===== src/rtl/adder_axi_master.sv =====
// adder_axi_master: AXI-Lite master that runs one add job on a memory-mapped adder peripheral.
// It writes opA and opB, reads back the sum and the overflow flag, and returns the result.
//
// Ports
//   m1_axi_aclk, m1_axi_areset      clock; asynchronous active-high reset
//   cmd_valid/cmd_ready, cmd_opa/b  job request handshake and operands
//   rsp_valid/rsp_ready             result handshake
//   rsp_sum, rsp_ovf, rsp_err       read-back sum, overflow bit 0, job failed
//   m1_axi_aw*, w*, b*, ar*, r*     AXI-Lite master channels
// All outputs come straight from flops.
module adder_axi_master #(
    parameter int unsigned           DATA_WIDTH = 32,
    parameter int unsigned           ADDR_WIDTH = 8,
    parameter logic [ADDR_WIDTH-1:0] BASE_ADDR  = '0,
    parameter int unsigned           TIMEOUT    = 255
) (
    input  logic                      m1_axi_aclk,
    input  logic                      m1_axi_areset,
    input  logic                      cmd_valid,
    output logic                      cmd_ready,
    input  logic [DATA_WIDTH-1:0]     cmd_opa,
    input  logic [DATA_WIDTH-1:0]     cmd_opb,
    output logic                      rsp_valid,
    input  logic                      rsp_ready,
    output logic [DATA_WIDTH-1:0]     rsp_sum,
    output logic                      rsp_ovf,
    output logic                      rsp_err,
    output logic [ADDR_WIDTH-1:0]     m1_axi_awaddr,
    output logic                      m1_axi_awvalid,
    input  logic                      m1_axi_awready,
    output logic [DATA_WIDTH-1:0]     m1_axi_wdata,
    output logic [DATA_WIDTH/8-1:0]   m1_axi_wstrb,
    output logic                      m1_axi_wvalid,
    input  logic                      m1_axi_wready,
    input  logic [1:0]                m1_axi_bresp,
    input  logic                      m1_axi_bvalid,
    output logic                      m1_axi_bready,
    output logic [ADDR_WIDTH-1:0]     m1_axi_araddr,
    output logic                      m1_axi_arvalid,
    input  logic                      m1_axi_arready,
    input  logic [DATA_WIDTH-1:0]     m1_axi_rdata,
    input  logic [1:0]                m1_axi_rresp,
    input  logic                      m1_axi_rvalid,
    output logic                      m1_axi_rready
);

    localparam int unsigned STRB_W = DATA_WIDTH / 8;
    localparam int unsigned CNT_W  = (TIMEOUT < 1) ? 1 : $clog2(TIMEOUT + 1);
    localparam logic [CNT_W-1:0] TimeoutC = CNT_W'(TIMEOUT);

    typedef enum logic [3:0] {
        StIdle, StWrA, StWbA, StWrB, StWbB, StRdSum, StRrSum, StRdOvf, StRrOvf, StDone
    } state_e;

    state_e                  state_q, state_d;
    logic [CNT_W-1:0]        cnt_q, cnt_d;
    logic [DATA_WIDTH-1:0]   opa_q, opa_d, opb_q, opb_d;
    logic [DATA_WIDTH-1:0]   sum_q, sum_d;
    logic                    ovf_q, ovf_d, err_q, err_d;
    logic                    cmd_ready_q, cmd_ready_d, rsp_valid_q, rsp_valid_d;
    logic [ADDR_WIDTH-1:0]   awaddr_q, awaddr_d, araddr_q, araddr_d;
    logic [DATA_WIDTH-1:0]   wdata_q, wdata_d;
    logic [STRB_W-1:0]       wstrb_q, wstrb_d;
    logic                    awvalid_q, awvalid_d, wvalid_q, wvalid_d;
    logic                    bready_q, bready_d, arvalid_q, arvalid_d, rready_q, rready_d;
    logic                    aw_pend, w_pend, timed_out, fail, entering;

    always_comb begin
        state_d   = state_q;
        opa_d     = opa_q;
        opb_d     = opb_q;
        sum_d     = sum_q;
        ovf_d     = ovf_q;
        err_d     = err_q;
        awaddr_d  = awaddr_q;
        araddr_d  = araddr_q;
        wdata_d   = wdata_q;
        wstrb_d   = wstrb_q;
        awvalid_d = 1'b0;
        wvalid_d  = 1'b0;
        fail      = 1'b0;
        // A channel is still pending if its valid is up and the slave has not taken it yet.
        aw_pend   = awvalid_q && !m1_axi_awready;
        w_pend    = wvalid_q && !m1_axi_wready;
        timed_out = (cnt_q == TimeoutC);

        unique case (state_q)
            StIdle: begin
                if (cmd_valid && cmd_ready_q) begin
                    opa_d   = cmd_opa;
                    opb_d   = cmd_opb;
                    sum_d   = '0;
                    ovf_d   = 1'b0;
                    err_d   = 1'b0;
                    state_d = StWrA;
                end
            end
            StWrA, StWrB: begin
                if (!aw_pend && !w_pend) begin
                    state_d = (state_q == StWrA) ? StWbA : StWbB;
                end else if (timed_out) begin
                    fail = 1'b1;
                end else begin
                    awvalid_d = aw_pend;
                    wvalid_d  = w_pend;
                end
            end
            StWbA, StWbB: begin
                if (m1_axi_bvalid && bready_q) begin
                    if (m1_axi_bresp != 2'b00) begin
                        fail = 1'b1;
                    end else begin
                        state_d = (state_q == StWbA) ? StWrB : StRdSum;
                    end
                end else if (timed_out) begin
                    fail = 1'b1;
                end
            end
            StRdSum, StRdOvf: begin
                if (m1_axi_arready && arvalid_q) begin
                    state_d = (state_q == StRdSum) ? StRrSum : StRrOvf;
                end else if (timed_out) begin
                    fail = 1'b1;
                end
            end
            StRrSum, StRrOvf: begin
                if (m1_axi_rvalid && rready_q) begin
                    if (m1_axi_rresp != 2'b00) begin
                        fail = 1'b1;
                    end else if (state_q == StRrSum) begin
                        sum_d   = m1_axi_rdata;
                        state_d = StRdOvf;
                    end else begin
                        ovf_d   = m1_axi_rdata[0];
                        state_d = StDone;
                    end
                end else if (timed_out) begin
                    fail = 1'b1;
                end
            end
            StDone: begin
                if (rsp_valid_q && rsp_ready) begin
                    state_d = StIdle;
                end
            end
            default: state_d = StIdle;
        endcase

        // Any failure discards partial results so the response carries only the error flag.
        if (fail) begin
            err_d   = 1'b1;
            sum_d   = '0;
            ovf_d   = 1'b0;
            state_d = StDone;
        end

        entering = (state_d != state_q);

        // Address and data are loaded only on state entry so they hold steady while valid.
        if (entering && (state_d == StWrA || state_d == StWrB)) begin
            awvalid_d = 1'b1;
            wvalid_d  = 1'b1;
            wstrb_d   = '1;
            awaddr_d  = (state_d == StWrA) ? BASE_ADDR : BASE_ADDR + ADDR_WIDTH'(4);
            wdata_d   = (state_d == StWrA) ? opa_d : opb_q;
        end
        if (entering && state_d == StRdSum) araddr_d = BASE_ADDR + ADDR_WIDTH'(8);
        if (entering && state_d == StRdOvf) araddr_d = BASE_ADDR + ADDR_WIDTH'(12);

        bready_d    = (state_d == StWbA) || (state_d == StWbB);
        arvalid_d   = (state_d == StRdSum) || (state_d == StRdOvf);
        rready_d    = (state_d == StRrSum) || (state_d == StRrOvf);
        cmd_ready_d = (state_d == StIdle);
        // Response is raised the cycle after DONE entry, once the result registers have settled.
        rsp_valid_d = (state_q == StDone) && !(rsp_valid_q && rsp_ready);

        if (entering) begin
            cnt_d = '0;
        end else if (cnt_q != TimeoutC) begin
            cnt_d = cnt_q + CNT_W'(1);
        end else begin
            cnt_d = cnt_q;
        end
    end

    always_ff @(posedge m1_axi_aclk or posedge m1_axi_areset) begin
        if (m1_axi_areset) begin
            state_q     <= StIdle;
            cnt_q       <= '0;
            opa_q       <= '0;
            opb_q       <= '0;
            sum_q       <= '0;
            ovf_q       <= 1'b0;
            err_q       <= 1'b0;
            cmd_ready_q <= 1'b0;
            rsp_valid_q <= 1'b0;
            awaddr_q    <= '0;
            araddr_q    <= '0;
            wdata_q     <= '0;
            wstrb_q     <= '0;
            awvalid_q   <= 1'b0;
            wvalid_q    <= 1'b0;
            bready_q    <= 1'b0;
            arvalid_q   <= 1'b0;
            rready_q    <= 1'b0;
        end else begin
            state_q     <= state_d;
            cnt_q       <= cnt_d;
            opa_q       <= opa_d;
            opb_q       <= opb_d;
            sum_q       <= sum_d;
            ovf_q       <= ovf_d;
            err_q       <= err_d;
            cmd_ready_q <= cmd_ready_d;
            rsp_valid_q <= rsp_valid_d;
            awaddr_q    <= awaddr_d;
            araddr_q    <= araddr_d;
            wdata_q     <= wdata_d;
            wstrb_q     <= wstrb_d;
            awvalid_q   <= awvalid_d;
            wvalid_q    <= wvalid_d;
            bready_q    <= bready_d;
            arvalid_q   <= arvalid_d;
            rready_q    <= rready_d;
        end
    end

    assign cmd_ready      = cmd_ready_q;
    assign rsp_valid      = rsp_valid_q;
    assign rsp_sum        = sum_q;
    assign rsp_ovf        = ovf_q;
    assign rsp_err        = err_q;
    assign m1_axi_awaddr  = awaddr_q;
    assign m1_axi_awvalid = awvalid_q;
    assign m1_axi_wdata   = wdata_q;
    assign m1_axi_wstrb   = wstrb_q;
    assign m1_axi_wvalid  = wvalid_q;
    assign m1_axi_bready  = bready_q;
    assign m1_axi_araddr  = araddr_q;
    assign m1_axi_arvalid = arvalid_q;
    assign m1_axi_rready  = rready_q;

endmodule


===== config.mk =====
export PLATFORM = sky130hd
export DESIGN_NAME = adder_axi_master
export DESIGN_NICKNAME = d
export VERILOG_FILES = /design/src/rtl/adder_axi_master.sv
export SDC_FILE = /design/constraint.sdc
export NUM_CORES = 1
export LEC_CHECK = 0
export CAP_MARGIN = 15
export CORE_MARGIN = 3
export CORE_UTILIZATION = 46
export CTS_CLUSTER_SIZE = 14
export DETAILED_ROUTE_END_ITERATION = 8
export PLACE_DENSITY_LB_ADDON = 0.1
export SETUP_SLACK_MARGIN = 0.5
export SLEW_MARGIN = 20
export SYNTH_ARGS = -nofsm -noshare
export SYNTH_HDL_FRONTEND = slang
export SYNTH_SLANG_ARGS = --single-unit

===== constraint.sdc =====
create_clock -name m1_axi_aclk -period 10.7 [get_ports m1_axi_aclk]
set_clock_uncertainty 0.1 [all_clocks]
set_input_delay 3.21 -clock m1_axi_aclk [delete_from_list [all_inputs] [get_ports m1_axi_aclk]]
set_output_delay 3.21 -clock m1_axi_aclk [all_outputs]
set_load 0.02 [all_outputs]

==> key figures <==
Finish
  • Antenna Cells: 0
  • Layout fillers: ~1100
  • Cell area after layout: about 9300 µm²
  • Fin nets: about 870
  • Layout cells sized above 1: 15.0%
  • Layout Utilization: between 60% and 70%
  • Area growth syn-to-layout: 38.4%

Logic synthesis
  • Yosys warnings: 0
  • Mux cell area share after synthesis: approximately 16%
  • Mapped Area: a little under 7000 µm²
  • Post-synthesis register bit count: approximately 150
  • Ys flop type: dfrtp_1
  • Asr flop ratio synth: 100%
  • Gate Count Post-Synth: about 600
  • Distinct cells, synth: 54
  • Post-synthesis xor/xnor area fraction: 0.779%
  • Compound-cell area share of the yosys netlist: roughly a tenth
  • Simple-gate share of the synthesized area: around an eighth
  • Syn avg cell area: about 11 µm²
  • Sequential-to-total area share from yosys stat: 56.7%
  • Number of synthesized flops with an enable pin: 0
  • Adder-cell share of the synthesized area: 0.185%
  • Largest family of logic cells by synthesized area: multiplexers

STA
  • RSZ-0062 raised after global routing: false
  • Final setup viols: 0
  • Worst-Margin Slew: 0.952 ns
  • Fin crit share: about half
  • Final worst slack: around 5.2 ns
  • Setup TNS Final: 0 ns
  • Slew Limit Fails: 0
  • Fin crit period: ~5.5 ns
  • Max Freq: 0.182 GHz
  • Hold Fails Final Rpt: 0
  • Worst rel slew slack: between 30% and 40%

Route
  • Routed Antenna Nets: 0
  • Post-DR vias/cell: between 5 and 6
  • DR pass1 iterations: 5
  • Initial DRC count: roughly 320
  • # DRC: 0
  • Routed WL per cell: between 15 and 20 µm
  • Overall routed net length: ~16000 µm
  • Vias post-DR: 4980

GRT
  • Busiest layer in global routing: met2
  • Vias in the first global route: about 5000
  • Largest net degree at the start of global routing: between 70 and 80
  • GRT overflow: 0
  • Met2 GRT Util: 32.3%
  • First-pass GRT wire length: about 26000 µm
  • Met3 Track Usage GR: around 5.7%
  • Tot GR Track Use: between 10% and 20%
  • Grt met1 use: a little over a quarter
  • Initial antenna violation count: 0

Placed design
  • Hpwl dp: 10900 µm
  • Placed cell areas: about 8700 µm²
  • Port buffer count: around 190
  • Routability Congestion: approximately 0.9
  • DP Worst Slack: 4.80 ns

Setup path
  • Slowest cell on crit path: buf_4
  • Family with the most delay on the worst path: buffers and inverters
  • CP Capture Type: flip-flop
  • Worst Path Max Fanout: 68
  • Worst Path Buf+Inv: 3
  • Top cell by count, worst path: buf_4
  • Critical Path Max Stage Delay: 0.58 ns
  • Kind of critical path: primary input to flip-flop
  • CP required: 10.89 ns
  • Startpoint Class: primary input
  • CP arrival: 5.68 ns
  • Crit-path cells: clkdlybuf4s50_1 -> nor4bb_1 -> buf_4 -> a22oi_1 -> a21oi_1 -> o311ai_4 -> buf_4 -> mux2_2

Worst hold path
  • Worst hold-check path type: flip-flop to flip-flop

Clock tree
  • CTS tree: done
  • Worst-skew pair later-pin latency: ~0.41 ns
  • Post-CTS sizing: 0
  • TritonCTS Buffers: 17
  • H-tree depth: 4
  • Reg clk slew, reported paths: roughly 0.060 ns
  • Clock Path Buffers: 2
  • Hold_buf cts: 0
  • Postcts setup bufs: 0
  • Clk root buf: clkbuf_16
  • Clk sinks: around 150

Floorplan
  • Die Y-Extent: about 130 µm
  • # IOs: just over 200
  • # rows: 43
  • Die ar.: 16200 µm²
  • Initial Utilization: a little under half
  • Core Area: around 14000 µm²
  • Die Wd: roughly 130 µm

Power
  • Power per cell area: 303 nW/µm²
  • Leak: between 4 and 5 nW
  • Design Power: approximately 2.8 mW
  • Maximum vdd drop: 0.166 mV

Status
  • Status: completed

Job
  • Max-cap violations: 0
==> cell usage in the layout, fill, tap and decap left out, types with 3 or more instances in the layout <==
cell / count
clkdlybuf4s50_1: 188
dfrtp_1: 153
nand2_1: 77
mux2_2: 65
a21oi_1: 37
nand3_1: 36
mux2i_1: 34
o21ai_1: 32
clkbuf_16: 17
nor2_1: 15
conb_1: 13
buf_4: 8
o21ai_0: 7
nand2b_1: 6
bufinv_16: 6
nand4_1: 4
nor2b_1: 4
nor3_1: 4
a211oi_1: 3
xor2_1: 3
and3b_1: 3
and3_1: 3
xnor2_1: 3
inv_1: 3
clkinvlp_4: 3
==> cells in the mapped netlist, types with 2 or more instances <==
library cell | number | area share, %
a21o_1 | 2 | 0.22
and3_1 | 3 | 0.28
buf_4 | 19 | 2.1
clkbuf_1 | 16 | 0.89
buf_2 | 14 | 1.0
nand4_1 | 4 | 0.37
a21oi_1 | 38 | 2.8
mux2_2 | 65 | 11
mux2i_1 | 34 | 5.0
o2bb2ai_1 | 2 | 0.26
o21ai_1 | 32 | 2.4
a31oi_1 | 2 | 0.19
nor2b_1 | 4 | 0.37
xor2_1 | 3 | 0.39
nand2b_1 | 7 | 0.65
a22oi_1 | 2 | 0.22
dfrtp_1 | 153 | 57
nor2_1 | 15 | 0.83
xnor2_1 | 3 | 0.39
inv_1 | 4 | 0.22
nor3_1 | 5 | 0.37
o21ai_0 | 7 | 0.52
and2_1 | 2 | 0.19
nor3b_1 | 2 | 0.22
and3b_1 | 3 | 0.39
nor4bb_1 | 2 | 0.30
buf_6 | 4 | 0.67
a211oi_1 | 3 | 0.33
o311a_1 | 2 | 0.30
nand3_1 | 36 | 2.7
nand2_1 | 77 | 4.3
==> area by class of cell <==
class	count	area (µm²)	share of cell area, %
Multi-Input combinational cell	389	2650	28.4
Sequential cell	153	3830	41.0
Clock buffer	21	460	4.93
Timing Repair Buffer	196	1940	20.8
Clock inverter	11	216	2.32
Tap cell	180	225	2.41
Inverter	4	20.0	0.214
==> logic make-up after synthesis <==
group	Yosys count
compound gates	101
flops	153
other cells	1
simple gates	169
buf+inv	58
fa+ha+maj	1
mux	99
xor+xnor	6
==> worst reg2reg max path: stages, from the launching register on <==
cell and delay (ns):
dfrtp_1 0.65, nor3b_1 0.20, a22oi_1 0.31, a21oi_1 0.18
o311ai_4 0.30, buf_4 0.58, mux2_2 0.41
==> sequential cells by signal, indices dropped and copies added (netlist names) <==
register	cells
rsp_valid	1
state_q	4
opb_q	32
m1_axi_araddr	2
m1_axi_rready	1
m1_axi_wvalid	1
opa_q	32
m1_axi_arvalid	1
rsp_sum	32
cmd_ready	1
rsp_err	1
m1_axi_wdata	32
cnt_q	8
m1_axi_awaddr	1
m1_axi_wstrb	1
m1_axi_awvalid	1
m1_axi_bready	1
rsp_ovf	1
==> metrics by stage <==
stage	instances	hold WS (ns)
global route	954	0.402
finish	954	0.386
global placement	922	0.346
detailed placement	922	0.361
floorplan	600	0.370
CTS	954	0.390
==> worst paths after layout <==
path	startpoint	slack [ns]	cells after the start	end
worst max-delay path	m1_axi_rvalid	5.22	8	m1_axi_awaddr[2]
worst min-delay path	m1_axi_wdata[3]	0.39	2	m1_axi_wdata[3]
worst max register to register	state_q[2]	7.84	6	m1_axi_awaddr[2]
worst min register to register	m1_axi_wdata[3]	0.39	2	m1_axi_wdata[3]
max in group asynchronous	m1_axi_areset	5.88	3	m1_axi_wdata[4]
min in group asynchronous	m1_axi_areset	3.18	2	opa_q[7]
==> routing by layer <==
| layer | vias up | share of wire [%] |
|---|---|---|
| met5 | - | 0 |
| met4 | 0 | 1.2 |
| met3 | 16 | 6.9 |
| met2 | 179 | 49 |
| met1 | 2422 | 43 |
| li1 | 2363 | - |
==> where the power goes <==
part,internal (mW),total [mW],switching (mW)
Sequential,0.821,0.964,0.143
Combinational,0.568,1.19,0.621
Clock,0.450,0.676,0.226
No activity file was read; power rests on OpenSTA's default activity.
